[src/rtl/affine_interp_tap4_filter_if.sv]
// Stream bundle for the 4-tap affine interpolation filter:
// sample input stream, filtered output stream and row error pulse.
interface affine_interp_tap4_filter_if #(
    parameter int BITDEPTH = 10
);
    logic                in_valid;
    logic                in_ready;
    logic [BITDEPTH-1:0] in_sample;
    logic [1:0]          in_frac;
    logic                in_last;
    logic                out_valid;
    logic                out_ready;
    logic [BITDEPTH-1:0] out_sample;
    logic                out_last;
    logic                row_err;

    modport master (
        output in_valid, in_sample, in_frac, in_last, out_ready,
        input  in_ready, out_valid, out_sample, out_last, row_err
    );

    modport slave (
        input  in_valid, in_sample, in_frac, in_last, out_ready,
        output in_ready, out_valid, out_sample, out_last, row_err
    );
endinterface

[src/rtl/affine_interp_tap4_filter.sv]
// Streaming 4-tap horizontal interpolation filter: window fill FSM, shift-add
// coefficient products, then round/normalise/clip. Whole pipeline stalls on one enable.
module affine_interp_tap4_filter #(
    parameter int BITDEPTH = 10,
    parameter int SHIFT    = 6
) (
    input  logic                       clk,
    input  logic                       rst,
    affine_interp_tap4_filter_if.slave bus
);
    localparam int PW = BITDEPTH + 8;
    localparam int SW = BITDEPTH + 10;
    localparam logic signed [SW-1:0] RND  = SW'(1 << (SHIFT - 1));
    localparam logic signed [SW-1:0] MAXV = SW'((1 << BITDEPTH) - 1);

    typedef enum logic [1:0] {S_IDLE, S_FILL, S_RUN} state_t;

    state_t                r_state, w_state_nxt;
    logic [2:0]            r_cnt, w_cnt_nxt;
    logic [1:0]            r_frac;
    logic [BITDEPTH-1:0]   r_win [4];
    logic                  r_w_vld, r_w_last;
    logic signed [PW-1:0]  r_p [4];
    logic                  r_a_vld, r_a_last;
    logic                  r_out_vld, r_out_last;
    logic [BITDEPTH-1:0]   r_out;
    logic                  r_err;

    logic                  w_adv, w_acc, w_issue, w_err_nxt, w_latch_frac;
    logic signed [SW-1:0]  w_sum, w_shr;
    logic [BITDEPTH-1:0]   w_clip;

    // Coefficient product for one tap, built from shifts and adds only.
    function automatic logic signed [PW-1:0] f_prod(input logic [BITDEPTH-1:0] s,
                                                    input logic [1:0] frac,
                                                    input logic [1:0] tap);
        logic signed [PW-1:0] x, m2, m4, m16, m36, m54, m64, r;
        x   = $signed({8'b0, s});
        m2  = x <<< 1;
        m4  = x <<< 2;
        m16 = x <<< 4;
        m36 = (x <<< 5) + m4;
        m64 = x <<< 6;
        m54 = m64 - (x <<< 3) - m2;
        r   = '0;
        case (tap)
            2'd0: case (frac)
                2'd1, 2'd2: r = -m4;
                2'd3:       r = -m2;
                default:    r = '0;
            endcase
            2'd1: case (frac)
                2'd0:    r = m64;
                2'd1:    r = m54;
                2'd2:    r = m36;
                default: r = m16;
            endcase
            2'd2: case (frac)
                2'd0:    r = '0;
                2'd1:    r = m16;
                2'd2:    r = m36;
                default: r = m54;
            endcase
            default: case (frac)
                2'd0:    r = '0;
                2'd1:    r = -m2;
                default: r = -m4;
            endcase
        endcase
        return r;
    endfunction

    assign w_adv        = !(r_out_vld && !bus.out_ready);
    assign w_acc        = bus.in_valid && w_adv;
    assign bus.in_ready = w_adv;

    always_comb begin
        w_state_nxt  = r_state;
        w_cnt_nxt    = r_cnt;
        w_issue      = 1'b0;
        w_err_nxt    = 1'b0;
        w_latch_frac = 1'b0;
        case (r_state)
            S_IDLE: if (w_acc) begin
                w_latch_frac = 1'b1;
                if (bus.in_last) begin
                    w_err_nxt = 1'b1;
                    w_cnt_nxt = '0;
                end else begin
                    w_cnt_nxt   = 3'd1;
                    w_state_nxt = S_FILL;
                end
            end
            S_FILL: if (w_acc) begin
                if (r_cnt == 3'd3) begin
                    w_issue     = 1'b1;
                    w_cnt_nxt   = '0;
                    w_state_nxt = bus.in_last ? S_IDLE : S_RUN;
                end else if (bus.in_last) begin
                    w_err_nxt   = 1'b1;
                    w_cnt_nxt   = '0;
                    w_state_nxt = S_IDLE;
                end else begin
                    w_cnt_nxt = r_cnt + 3'd1;
                end
            end
            S_RUN: if (w_acc) begin
                w_issue = 1'b1;
                if (bus.in_last) w_state_nxt = S_IDLE;
            end
            default: w_state_nxt = S_IDLE;
        endcase
    end

    always_ff @(posedge clk) begin
        if (rst) begin
            r_state <= S_IDLE;
            r_cnt   <= '0;
            r_err   <= 1'b0;
        end else begin
            r_state <= w_state_nxt;
            r_cnt   <= w_cnt_nxt;
            r_err   <= w_err_nxt;
        end
    end

    // Window stage: r_w_vld marks that the just-shifted window forms a full tap set.
    always_ff @(posedge clk) begin
        if (rst) begin
            for (int unsigned t = 0; t < 4; t++) r_win[t] <= '0;
            r_frac   <= '0;
            r_w_vld  <= 1'b0;
            r_w_last <= 1'b0;
        end else if (w_adv) begin
            if (w_acc) begin
                r_win[0] <= r_win[1];
                r_win[1] <= r_win[2];
                r_win[2] <= r_win[3];
                r_win[3] <= bus.in_sample;
            end
            if (w_latch_frac) r_frac <= bus.in_frac;
            r_w_vld  <= w_issue;
            r_w_last <= w_issue && bus.in_last;
        end
    end

    always_ff @(posedge clk) begin
        if (rst) begin
            for (int unsigned t = 0; t < 4; t++) r_p[t] <= '0;
            r_a_vld  <= 1'b0;
            r_a_last <= 1'b0;
        end else if (w_adv) begin
            for (int unsigned t = 0; t < 4; t++) r_p[t] <= f_prod(r_win[t], r_frac, 2'(t));
            r_a_vld  <= r_w_vld;
            r_a_last <= r_w_last;
        end
    end

    assign w_sum = SW'(r_p[0]) + SW'(r_p[1]) + SW'(r_p[2]) + SW'(r_p[3]) + RND;
    assign w_shr = w_sum >>> SHIFT;

    always_comb begin
        w_clip = w_shr[BITDEPTH-1:0];
        if (w_shr < 0)         w_clip = '0;
        else if (w_shr > MAXV) w_clip = '1;
    end

    always_ff @(posedge clk) begin
        if (rst) begin
            r_out_vld  <= 1'b0;
            r_out_last <= 1'b0;
            r_out      <= '0;
        end else if (w_adv) begin
            r_out_vld  <= r_a_vld;
            r_out_last <= r_a_vld && r_a_last;
            if (r_a_vld) r_out <= w_clip;
        end
    end

    assign bus.out_valid  = r_out_vld;
    assign bus.out_last   = r_out_last;
    assign bus.out_sample = r_out;
    assign bus.row_err    = r_err;
endmodule

[src/flat_wrapper.sv]
// flat-port wrapper written by rule: the top's interface ports become plain ports
module affine_interp_tap4_filter_flat 
#(
    parameter int BITDEPTH = 10,
    parameter int SHIFT    = 6
)
  (clk, rst, bus_in_valid, bus_in_sample, bus_in_frac, bus_in_last, bus_out_ready, bus_in_ready, bus_out_valid, bus_out_sample, bus_out_last, bus_row_err);
  affine_interp_tap4_filter_if #(.BITDEPTH(BITDEPTH)) bus_i ();
  input  logic clk;
  input  logic rst;
  input wire logic [$bits(bus_i.in_valid)-1:0] bus_in_valid;
  input wire logic [$bits(bus_i.in_sample)-1:0] bus_in_sample;
  input wire logic [$bits(bus_i.in_frac)-1:0] bus_in_frac;
  input wire logic [$bits(bus_i.in_last)-1:0] bus_in_last;
  input wire logic [$bits(bus_i.out_ready)-1:0] bus_out_ready;
  output wire logic [$bits(bus_i.in_ready)-1:0] bus_in_ready;
  output wire logic [$bits(bus_i.out_valid)-1:0] bus_out_valid;
  output wire logic [$bits(bus_i.out_sample)-1:0] bus_out_sample;
  output wire logic [$bits(bus_i.out_last)-1:0] bus_out_last;
  output wire logic [$bits(bus_i.row_err)-1:0] bus_row_err;
  assign bus_i.in_valid = bus_in_valid;
  assign bus_i.in_sample = bus_in_sample;
  assign bus_i.in_frac = bus_in_frac;
  assign bus_i.in_last = bus_in_last;
  assign bus_i.out_ready = bus_out_ready;
  assign bus_in_ready = bus_i.in_ready;
  assign bus_out_valid = bus_i.out_valid;
  assign bus_out_sample = bus_i.out_sample;
  assign bus_out_last = bus_i.out_last;
  assign bus_row_err = bus_i.row_err;
  affine_interp_tap4_filter #(.BITDEPTH(BITDEPTH), .SHIFT(SHIFT)) u_core (.clk(clk), .rst(rst), .bus(bus_i));
endmodule
[config.mk]
export PLATFORM = sky130hd
export DESIGN_NAME = affine_interp_tap4_filter_flat
export DESIGN_NICKNAME = d
export VERILOG_FILES = /design/src/rtl/affine_interp_tap4_filter_if.sv /design/src/rtl/affine_interp_tap4_filter.sv /design/src/flat_wrapper.sv
export SDC_FILE = /design/constraint.sdc
export NUM_CORES = 1
export LEC_CHECK = 0
export CAP_MARGIN = 20
export CORE_ASPECT_RATIO = 0.5
export CORE_MARGIN = 2
export CORE_UTILIZATION = 59
export DETAILED_ROUTE_END_ITERATION = 8
export DONT_BUFFER_PORTS = 1
export GPL_TIMING_DRIVEN = 0
export HOLD_SLACK_MARGIN = 0.1
export PLACE_DENSITY = 0.84
export SLEW_MARGIN = 10
export SYNTH_ARGS = -nofsm -noshare
export SYNTH_HDL_FRONTEND = slang
export SYNTH_SLANG_ARGS = --single-unit
[constraint.sdc]
create_clock -name clk -period 3.55 [get_ports clk]
set_input_delay 0.5325 -clock clk [delete_from_list [all_inputs] [get_ports clk]]
set_output_delay 0.5325 -clock clk [all_outputs]
set_load 0.01 [all_outputs]
==> out/metrics.cfg <==
[critical_path]
critPathArrivalTime_ns = 4.35
crit_family = adder cells
cp_cell_sequence = inv_2, fa_1, inv_1, fa_1, ha_4, ha_4, nand2_1, o21ai_1, a21oi_1, nor2_2, buf_4, nand4_1, a211o_4, nor3_2, o21ai_1
path_buf_inv = 3
critPathKind = flip-flop to flip-flop
reg2reg_from = u_core.r_p[1][14]
critPathSlowestCell = fa_1
startpoint_type = flip-flop
worstPathMaxFanout = 5
crit_required_ns = 3.88
cp-startpoint = u_core.r_p[1][14]
max_stage_delay_ns = 0.58
cp-end-kind = flip-flop

[global_routing]
grt_util_all_layers_pct = 31.51
antenna_found_initial = 2
grt_pass1_wl_um = 45000
grt_pass1_vias = 8320
grt-ovfl-total = 0
grt_max_degree = 69

[drt]
dr.pass1.iters = 5
via_per_inst = 6.428
final_antenna_net_count = 0
drt-total-wl_um = 30470
vias = 8954
drt-initial-drc-count = 1124
wl_per_cell_um = 21.87
drc = 0

[layout]
final_nets = 1287
areaGrowthSynthToFinish_pct = 15.46
drive_gt1_share_pct = 15.72
stdcell_count = 1393
fin_util_pct = 69.49

[power_and_ir_drop]
powerDensity_mw_per_mm2 = 471.2
p_comb_share_pct = 35.3
peakVddDrop_v = 0.0002710
switchingPower_mw = 2.023
leakagePower_nw = 5.128
totalPowerFinal_mw = 5.683
p_int_mw = 3.661
pwr-share-clk_pct = 32.2
seq_power_share_pct = 32.5
power.share.switching_pct = 35.59

[clocking]
cts_root_buf = clkbuf_16
htreeDepth = 4
clk_path_buf_depth = 2
path_clk_slew_ns = 0.07
clkLatencyLatePin_ns = 0.44
cts_made_buffers = 17
clock-sinks = 132
hold_buffers = 0
cts_tree = done

[floorplan]
die_w_um = 192.2
initial_core_util_pct = 60.18
dieArea_sq_mm = 0.01885
io_pins = 31
die_h_um = 98.09
fp-row-count = 34
core_sq_mm = 0.01736

[yosys]
ys.flop_type = edfxtp_1
yosysMostFrequentCell = inv_1
synth_top_family_by_area = adder cells
synth_common_cells = inv_1, edfxtp_1, ha_1, nor2_1, nand2_1
synthTopCellsByArea = edfxtp_1, ha_1, fa_1
synth-xor-area-share_pct = 7.199
syn_area_sq_mm = 0.01045
synth_nets = 1232
synth-simple-area-share_pct = 15.37
yosysTopAreaCell = edfxtp_1
ys_seq_area_share_pct = 35.65
synthAdderAreaFrac_pct = 17.56
yosysUniqueCellTypes = 82
synth_top_area_share_pct = 31.05
ys_seq_elements = 132
synth_edf_count = 108
async_flop_share_pct = 0
avgSynthCellArea_sq_um = 9.583
synthMuxAreaShare_pct = 0.3833
synthCells = 1090
yosysWarnings = 0
synth_compound_gate_area_share_pct = 16.35

[sta]
hold_ws_ns = 0.2369
timing.slew.headroom_pct = 41.55
period_needed_ns = 4.017
slew_violations = 0
finalHoldViolations = 0
setup_ws_ns = -0.4670
final.setup_skew_ns = 0.01869
rsz0062_at_grt = true
fin_crit_sh_pct = 113.2
max_freq_mhz = 248.9
tightestPinTransition_ns = 0.8735
setup_viol = 10

[placed_design]
placed_cells = 1326
gp_congestion = 0.9673
portBuffers = 0
place_ws_ns = -0.5146
dp_hpwl_um = 20500

[status]
violations = negative setup slack
outcome = complete, but fails checks

[hold_path]
min_from = bus_in_frac[0]
hold_path_class = input pin to flip-flop

[run]
drv_cap = 0

-- placed cells by master (no fill, tap or decap), types with 8 or more instances in the layout --
cell / netlist / final
nand3_1: 15 / 15
nor3_1: 32 / 29
nand2b_1: 15 / 13
and3_1: 45 / 44
a211oi_1: 12 / 10
o21ai_0: 52 / 40
edfxtp_1: 108 / 108
a31oi_1: 11 / 9
fa_1: 36 / 31
a22oi_1: 13 / 13
a221oi_1: 14 / 14
clkbuf_16: 0 / 20
ha_4: 0 / 14
clkbuf_8: 8 / 8
inv_2: 0 / 10
a21oi_1: 49 / 45
inv_1: 130 / 120
xnor2_1: 57 / 56
xor2_1: 27 / 27
o22ai_1: 9 / 9
nor2_1: 88 / 85
o21bai_1: 9 / 8
clkbuf_1: 33 / 28
o21ai_1: 4 / 10
nand2_1: 62 / 62
a21o_1: 12 / 11
buf_4: 0 / 37
dfxtp_1: 24 / 24
ha_1: 89 / 68
-- through the flow --
step | TNS, ns | area, sq um
floorplan | -0.6340 | 10520
global placement | -14.74 | 10810
detailed placement | -4.866 | 10870
CTS | -2.856 | 11660
global route | -5.064 | 12060
finish | -4.290 | 12060
-- power by group through the flow --
| stage | Combinational, mW | Clock, mW | Sequential (mW) |
|---|---|---|---|
| floorplan | 1.32 | 0 | 1.84 |
| global placement | 1.61 | 0 | 1.87 |
| detailed placement | 1.67 | 0 | 1.87 |
| CTS | 1.79 | 1.80 | 1.84 |
| global route | 2.15 | 1.86 | 1.85 |
| finish | 2.01 | 1.83 | 1.85 |
-- final timing paths --
check | end | slack (ns) | cells after the start
max | u_core.bus.out_sample[8] | -0.47 | 15
min | u_core.r_frac[0] | 0.24 | 2
max reg2reg | u_core.bus.out_sample[8] | -0.47 | 15
min reg2reg | u_core.r_a_last | 0.46 | 2
-- final cells by class --
cell class,instances,area [sq um]
Fill cell,1179,5296
Tap cell,234,292.8
Inverter,131,491.7
Timing Repair Buffer,39,325.3
Multi-Input combinational cell,779,6347
Clock inverter,12,98.84
Sequential cell,132,3724
Buffer,45,277.8
Antenna cell,1,2.502
Clock buffer,20,500.5
-- sequential cells by signal, summed over array words and instances (netlist names) --
| signal | cells |
|---|---|
| u_core.r_w_vld | 1 |
| u_core.r_a_last | 1 |
| u_core.bus.row_err | 1 |
| u_core.bus.out_sample | 10 |
| u_core.r_state | 2 |
| u_core.bus.out_last | 1 |
| u_core.bus.out_valid | 1 |
| u_core.r_cnt | 3 |
| u_core.r_p | 68 |
| u_core.r_frac | 2 |
| u_core.r_a_vld | 1 |
| u_core.r_win | 40 |
| u_core.r_w_last | 1 |
-- metal layers --
metal / global-route usage (%) / part of all wire (%) / wire, um
met5: 0 / 0 / 0
met4: 11.22 / 3.9 / 1178
met3: 8.843 / 12 / 3643
met2: 50.00 / 45 / 13750
met1: 41.61 / 39 / 11900
-- what timing repair did --
item | CTS | global route
endpoints found under the setup margin | 13 | 20
buffers inserted | 9 | 28
hold endpoints to repair | 0 | 0
pin swaps | 13 | 18
gates cloned | 2 | 0
gates resized for setup | 30 | 48
-- logic make-up (layout without fill, tap and decap cells) --
group | after synthesis | after routing
xor+xnor | 85 | 85
buf+inv | 181 | 247
other cells | 0 | 1
fa+ha+maj | 125 | 125
mux | 4 | 4
flops | 132 | 132
compound gates | 247 | 248
simple gates | 316 | 317
-- worst reg2reg max path, cell delays in order, from the launching register on --
cell and delay (ns):
edfxtp_1 0.43, inv_2 0.07, fa_1 0.49, inv_1 0.06, fa_1 0.58, ha_4 0.24
ha_4 0.31, nand2_1 0.11, o21ai_1 0.17, a21oi_1 0.10, nor2_2 0.29, buf_4 0.17
nand4_1 0.20, a211o_4 0.44, nor3_2 0.19, o21ai_1 0.07
(Power assumes the default switching activity.)
